<file path="config.mk">
export PLATFORM = sky130hd
export DESIGN_NAME = event_irq_controller_flat
export DESIGN_NICKNAME = d
export VERILOG_FILES = /design/src/rtl/event_irq_controller_if.sv /design/src/rtl/event_irq_controller.sv /design/src/flat_wrapper.sv
export SDC_FILE = /design/constraint.sdc
export NUM_CORES = 1
export LEC_CHECK = 0
export ABC_AREA = 1
export ABC_CLOCK_PERIOD_IN_PS = 1650
export BUFFER_PORTS_ARGS = -buffer_cell sky130_fd_sc_hd__buf_4
export CAP_MARGIN = 20
export CORE_UTILIZATION = 49
export DETAILED_ROUTE_END_ITERATION = 12
export PLACE_DENSITY_LB_ADDON = 0.3
export SLEW_MARGIN = 20
export SYNTH_ARGS = -nofsm -noshare
export SYNTH_HDL_FRONTEND = slang
export SYNTH_SLANG_ARGS = --single-unit
</file>
<file path="constraint.sdc">
create_clock -name clk -period 1.65 [get_ports clk]
set_clock_uncertainty 0.2 [all_clocks]
set_input_delay 0.165 -clock clk [delete_from_list [all_inputs] [get_ports clk]]
set_output_delay 0.165 -clock clk [all_outputs]
set_load 0.01 [all_outputs]
</file>
<file path="src/rtl/event_irq_controller_if.sv">
// Bundle of event inputs, mask write port and CPU interrupt handshake
// between peripherals/CPU (master) and the interrupt controller (slave).
interface event_irq_controller_if #(
  parameter int N  = 4,
  parameter int VW = 2
);
  logic [N-1:0]  src;
  logic          mask_we;
  logic [N-1:0]  mask_in;
  logic          ack;
  logic          eoi;
  logic          irq;
  logic [VW-1:0] vec;
  logic [N-1:0]  pending;
  logic          busy;

  modport master (
    output src, mask_we, mask_in, ack, eoi,
    input  irq, vec, pending, busy
  );

  modport slave (
    input  src, mask_we, mask_in, ack, eoi,
    output irq, vec, pending, busy
  );
endinterface

</file>
<file path="src/rtl/event_irq_controller.sv">
// Edge-captured event sources with sticky pending flags, fixed-priority
// arbitration and an IDLE/REQ/SERVICE ack + end-of-interrupt sequencer.
module event_irq_controller #(
  parameter int N  = 4,
  parameter int VW = 2
) (
  input logic                clk,
  input logic                rst,
  event_irq_controller_if.slave bus
);

  typedef enum logic [1:0] {
    IDLE    = 2'd0,
    REQ     = 2'd1,
    SERVICE = 2'd2
  } state_t;

  state_t        state_r, state_nxt_s;
  logic [N-1:0]  src_q_r;
  logic [N-1:0]  pending_r, pending_nxt_s;
  logic [N-1:0]  mask_r;
  logic          irq_r, irq_nxt_s;
  logic [VW-1:0] vec_r, vec_nxt_s;
  logic          busy_r, busy_nxt_s;

  logic [N-1:0]  edge_s;
  logic [N-1:0]  eligible_s;
  logic [N-1:0]  clr_s;
  logic [VW-1:0] winner_s;
  logic          ack_take_s;

  assign bus.irq     = irq_r;
  assign bus.vec     = vec_r;
  assign bus.pending = pending_r;
  assign bus.busy    = busy_r;

  // Edge detection, lowest-index arbitration and pending set/clear
  always_comb begin
    edge_s        = bus.src & ~src_q_r;
    eligible_s    = pending_r & ~mask_r;
    ack_take_s    = (state_r == REQ) && bus.ack;
    winner_s      = {VW{1'b0}};
    clr_s         = {N{1'b0}};
    // Scan high to low so the lowest eligible index is the last one written
    for (int i = N - 1; i >= 0; i--) begin
      if (eligible_s[i]) begin
        winner_s = VW'(i);
      end else begin
        winner_s = winner_s;
      end
    end
    for (int i = 0; i < N; i++) begin
      clr_s[i] = ack_take_s && (vec_r == VW'(i));
    end
    // A new edge in the same cycle as the ack keeps the flag set
    pending_nxt_s = edge_s | (pending_r & ~clr_s);
  end

  // Sequencer next state and registered output values
  always_comb begin
    state_nxt_s = state_r;
    irq_nxt_s   = irq_r;
    vec_nxt_s   = vec_r;
    case (state_r)
      IDLE: begin
        if (|eligible_s) begin
          vec_nxt_s   = winner_s;
          irq_nxt_s   = 1'b1;
          state_nxt_s = REQ;
        end else begin
          irq_nxt_s   = 1'b0;
        end
      end
      REQ: begin
        if (bus.ack) begin
          irq_nxt_s   = 1'b0;
          state_nxt_s = SERVICE;
        end else begin
          irq_nxt_s   = 1'b1;
        end
      end
      SERVICE: begin
        irq_nxt_s = 1'b0;
        if (bus.eoi) begin
          state_nxt_s = IDLE;
        end else begin
          state_nxt_s = SERVICE;
        end
      end
      default: begin
        state_nxt_s = IDLE;
        irq_nxt_s   = 1'b0;
        vec_nxt_s   = {VW{1'b0}};
      end
    endcase
    busy_nxt_s = (state_nxt_s != IDLE);
  end

  // State and output registers with synchronous active-low reset
  always_ff @(posedge clk) begin
    if (!rst) begin
      state_r   <= IDLE;
      src_q_r   <= {N{1'b1}};
      pending_r <= {N{1'b0}};
      mask_r    <= {N{1'b1}};
      irq_r     <= 1'b0;
      vec_r     <= {VW{1'b0}};
      busy_r    <= 1'b0;
    end else begin
      state_r   <= state_nxt_s;
      src_q_r   <= bus.src;
      pending_r <= pending_nxt_s;
      if (bus.mask_we) begin
        mask_r <= bus.mask_in;
      end else begin
        mask_r <= mask_r;
      end
      irq_r     <= irq_nxt_s;
      vec_r     <= vec_nxt_s;
      busy_r    <= busy_nxt_s;
    end
  end

endmodule

</file>
<file path="src/flat_wrapper.sv">
// flat-port wrapper written by rule: the top's interface ports become plain ports
module event_irq_controller_flat 
#(
  parameter int N  = 4,
  parameter int VW = 2
)
  (clk, rst, bus_src, bus_mask_we, bus_mask_in, bus_ack, bus_eoi, bus_irq, bus_vec, bus_pending, bus_busy);
  event_irq_controller_if #(.N(N), .VW(VW)) bus_i ();
  input logic clk;
  input logic rst;
  input wire logic [$bits(bus_i.src)-1:0] bus_src;
  input wire logic [$bits(bus_i.mask_we)-1:0] bus_mask_we;
  input wire logic [$bits(bus_i.mask_in)-1:0] bus_mask_in;
  input wire logic [$bits(bus_i.ack)-1:0] bus_ack;
  input wire logic [$bits(bus_i.eoi)-1:0] bus_eoi;
  output wire logic [$bits(bus_i.irq)-1:0] bus_irq;
  output wire logic [$bits(bus_i.vec)-1:0] bus_vec;
  output wire logic [$bits(bus_i.pending)-1:0] bus_pending;
  output wire logic [$bits(bus_i.busy)-1:0] bus_busy;
  assign bus_i.src = bus_src;
  assign bus_i.mask_we = bus_mask_we;
  assign bus_i.mask_in = bus_mask_in;
  assign bus_i.ack = bus_ack;
  assign bus_i.eoi = bus_eoi;
  assign bus_irq = bus_i.irq;
  assign bus_vec = bus_i.vec;
  assign bus_pending = bus_i.pending;
  assign bus_busy = bus_i.busy;
  event_irq_controller #(.N(N), .VW(VW)) u_core (.clk(clk), .rst(rst), .bus(bus_i));
endmodule
</file>
======== Word-level counts from Yosys, hierarchy flattened ========
Cells that the tools add are included.
cells by class
  eq/ne operators ......................... 6
  muxes and demuxes ....................... 13
  bitwise logic cells ..................... 8
  reductions and logical operators ........ 11
operator list
  operator            number
  $mux 2              8
  $and 4x4->4         3
  $not 4->4           3
  $eq 2x2->1 const B  3
  $pmux 2 s3          1
  $logic_and 1x1->1   5
  $eq 2x1->1 const B  2
  $logic_not 2->1     2
  $or 4x4->4          1
  $pmux 2 s2          1
  $reduce_or 4->1     1
  $mux 1              2
  $ne 2x1->1 const B  1
  $pmux 1 s2          1
  $reduce_and 2->1    1
  $reduce_bool 2->1   1
  $reduce_or 2->1     1
  $not 1->1           1
word-level totals
  register bits after elaboration ......... 18
  input bits .............................. 13
  output and inout port bits .............. 8
  word-level logic and storage cells ...... 45

======== Depth between registers and ports, before layout ========
  depth after elaboration ................. 8
  mapped depth ............................ 8
  gate-level depth less buffers ........... 8

======== Least setup slack after synthesis ========
Ideal clock, no wire load.
  path type ............................... register to register
  start ................................... register u_core.state_r[1]
  end ..................................... register u_core.vec_r[0], in the netlist u_core.bus.vec[0]
  arrival ................................. 1.015 ns
  path slack .............................. 0.320 ns
  stages on the path, launching flop included .. 6
  buffers on the path ..................... 0
  cells stage by stage .................... dfxtp_1 -> inv_1 -> ha_1 -> bufinv_8 -> a21oi_1 -> nor2_1
on the way
  longest elaborated chain between the ends .. 4
  elaborated cells between the ends (all ways) .. 8
  classes of those cells .................. eq/ne: 3; mux: 1; bitwise: 1; reduce/logical: 3
RTL lines
  what                                             line                         source
  from (decl)                                      event_irq_controller.sv:18   state_t state_r, state_nxt_s;
  from (signal assigned)                           event_irq_controller.sv:110  state_r <= state_nxt_s;
  $eq 2x2->1 / $eq 2x1->1 (equally long branches)  event_irq_controller.sv:64   case (state_r)
  $reduce_or 2->1 (no source line)                 n/a
  $not 1->1 (no source line)                       n/a
  $reduce_and 2->1 (no source line)                n/a
  to (signal assigned)                             event_irq_controller.sv:107  vec_r <= {VW{1'b0}};
  to (signal assigned)                             event_irq_controller.sv:119  vec_r <= vec_nxt_s;
  to (decl)                                        event_irq_controller.sv:23   logic [VW-1:0] vec_r, vec_nxt_s;
Parallel ways exist; a longest one is shown, timed or not.
A chain may end at the register's enable or synchronous reset.

==> results.md <==
- DP Wirelength: 1216 um
- # port buffers: 20
- Final setup vio count: 0
- Cell Area, Placed: 973.4 um^2
- Slew margin rel.: 83.24%
- Met1 GRT Util: 24.53%
- Worst R2R Setup Slack: 0.16 ns
- Num rows: 14
- Gate Count Post-Synth: 101
- Max Fclk: 627.3 MHz
- Post-synthesis sequential area ratio: between 40% and 50%
- Max-cap viol count: 0
- Via count: between 700 and 800
- Final Wtd Congestion: 0.7721
- Die area: 1816 um^2
- Starting density of the core: 53.04%
- Nets: around 160
- Min cycle time layout: 1.594 ns
- RSZ-0062 raised after global routing: false
- Vias per cell: around 5
- Clk buf depth: 2
- Setup TNS: 0 ns
- Share of layout cells above drive strength 1: 25.00%
- Crit path max fanout: 8
- Synthesized area per cell: 8.003 um^2
- Post-synth ARST share: 0%
- Hold path startpoint: rst
- Synth top cells by count: 18 x dfxtp_1, 18 x nand2_1, 16 x inv_1
- H-tree depth: 1
- Final Hold Viols: 0
- FF-to-FF End: u_core.bus.pending[2]$_SDFF_PN0_
- Worst VDD drop: 0.5389 mV
- Hold WC Path Type: in2reg
- Fin. max-slew vios: 0
- DRC viols: 0
- Setup CP Type: in2reg
- Initial DRC Count: 6
- Pre-CTS setup slack: around 0.19 ns
- CTS clk-pin slew, worst paths: approximately 0.10 ns
- Root Buffer: clkbuf_4
- FF-to-FF path depth: 5
- Met2 Use GR: 42.46%
- M3 GR Usage: 3.879%
- CTS tree: yes
- # clock sinks: 18
- Status: completed
- I/O Pins: 21
- Num CTS Buffers: 3
- GR Util All Layers: 23.17%
- Fin area: 1176 um^2
- Gr ovfl total: 0
- Clock Latency Late Sink: 0.30 ns
- Final setup margin: ~0.056 ns
- Area Overhead vs Synth: 45.51%
- Hold endpoint: u_core.bus.vec[1]$_SDFFE_PN0P_
- Final period util: 96.61%
- Initial antenna violation count: 0
- Synth Cell Area: a little over 800 um^2
- Synth top area cells: dfxtp_1 45%, nand2_1 8.4%, a21oi_1 7.4%
- Worst Path Arrival: 1.59 ns
- Reg2reg start: u_core.state_r[1]$_SDFF_PN0_
- Die Wd: 42.62 um
- LEAKAGE: 0.0005982 uW
- CP required: 1.65 ns
- Largest net degree at the start of global routing: 13
- WL/cell: 11.78 um
- Vias in the first global route: 754
- Yosys cell types: 19
- Layout fillers: 121
- Synth Register Bits: 18
- Pwr per Cell Area: 836.8 nW/um^2
- First-pass GRT wire length: 3049 um
- Most Used Layer, Global Route: met2
- Slew @ Worst Pin: 0.2493 ns
- Net Count, Synth: 118
- Ys Warns: 0
- Share of the synthesized area in the top cell type: 44.58%
- Worst setup SP type: input pin
- Post-CTS setup buffer count: 0
- Routed WL: between 1500 and 2000 um
- Worst Setup End Kind: flip-flop
- Remaining antenna violation count after routing: 0
- Hold Path Stages: 3
- Chip Height: 42.62 um
- Total core area: 1524 um^2
- Ant. Diodes: 0
- Predominant post-synthesis flop cell: dfxtp_1
- EDFF count, synth: 0
- Cell taking the most area after synthesis: dfxtp_1
- TritonRoute pass-1 iters: 4
state kept, by name, indices dropped and copies added (netlist names):
| signal | cells |
|---|---|
| u_core.bus.busy | 1 |
| u_core.bus.irq | 1 |
| u_core.bus.pending | 4 |
| u_core.bus.vec | 2 |
| u_core.mask_r | 4 |
| u_core.src_q_r | 4 |
| u_core.state_r | 2 |
layout make-up:
type                       instances  area (um^2)  share of cell area, %
timing repair buffer              36        312.8                  26.60
multi-input combinational         63        361.6                  30.74
clock buffer                       4        36.28                  3.085
sequential                        18        360.3                  30.64
inverter                          19        85.08                  7.234
tap                               16        20.02                  1.702
critical path, stage by stage:
cell and delay, ns:
dlygate4sd3_1 0.53, buf_4 0.16, a21oi_1 0.12, dlygate4sd3_1 0.54, o21ai_0 0.07
kinds of logic after synthesis:
group                      Yosys count  synth area share, %
adders and majority gates            4                6.192
and+or+nand+nor                     35                21.21
DFF                                 18                44.58
buffers and inverters               20                11.15
AOI/OAI and AO/OA                   24                16.87
layer usage:
layer	vias to the layer above	wire, um
li1	395	-
met1	351	770
met2	14	965
met3	5	56
met4	0	46
met5	-	0
metrics by stage:
stage / hold WS [ns] / instances / util [%] / total power [uW]
floorplan: 0.03365 / 101 / - / 609.0
global placement: 0.1455 / 136 / 63.88 / 674.5
detailed placement: 0.1544 / 136 / 63.88 / 681.7
CTS: 0.01293 / 158 / 78.08 / 992.5
global route: 0.04172 / 156 / 77.18 / 1033
finish: 0.02743 / 156 / 77.18 / 984.2
cell usage in the layout (no fill, tap or decap):
cell and count:
a21oi_1 11, a21oi_2 2, a22oi_1 1, buf_4 20
bufinv_8 1, clkbuf_4 3, clkbuf_8 1, dfxtp_1 18
dlygate4sd3_1 15, dlymetal6s4s_1 1, ha_1 4, inv_1 16
inv_2 2, nand2_1 18, nand2_2 4, nand2_4 1
nand3_1 4, nor2_1 3, nor2_4 1, o21ai_0 4
o21ai_1 2, o31ai_1 4, or2_1 4
report_power, final:
group	switching, uW	leakage, uW	internal [uW]	total [uW]
clock	144	0.0000210	135	278
combinational	100	0.000429	118	218
sequential	21.0	0.000149	467	488
total	265	0.000598	720	984
worst max path at each step:
stage,startpoint,endpoint,slack [ns],cells after the start
global placement,u_core.state_r[1]$_SDFF_PN0_,u_core.bus.vec[0]$_SDFFE_PN0P_,0.27,5
floorplan,u_core.state_r[1]$_SDFF_PN0_,u_core.bus.vec[0]$_SDFFE_PN0P_,0.32,5
CTS,bus_mask_we,u_core.mask_r[1]$_SDFFE_PN1P_,0.06,5
detailed placement,u_core.state_r[1]$_SDFF_PN0_,u_core.bus.pending[2]$_SDFF_PN0_,0.19,5
finish,bus_mask_we,u_core.mask_r[2]$_SDFFE_PN1P_,0.06,5
global route,bus_mask_we,u_core.mask_r[2]$_SDFFE_PN1P_,0.01,5
timing repair:
action / CTS / global route
resized for setup: 0 / 2
hold endpoints to repair: 12 / 0
hold buffers: 18 / 0
endpoints found under the setup margin: 0 / 3
No activity file was read; power rests on OpenSTA's default activity.
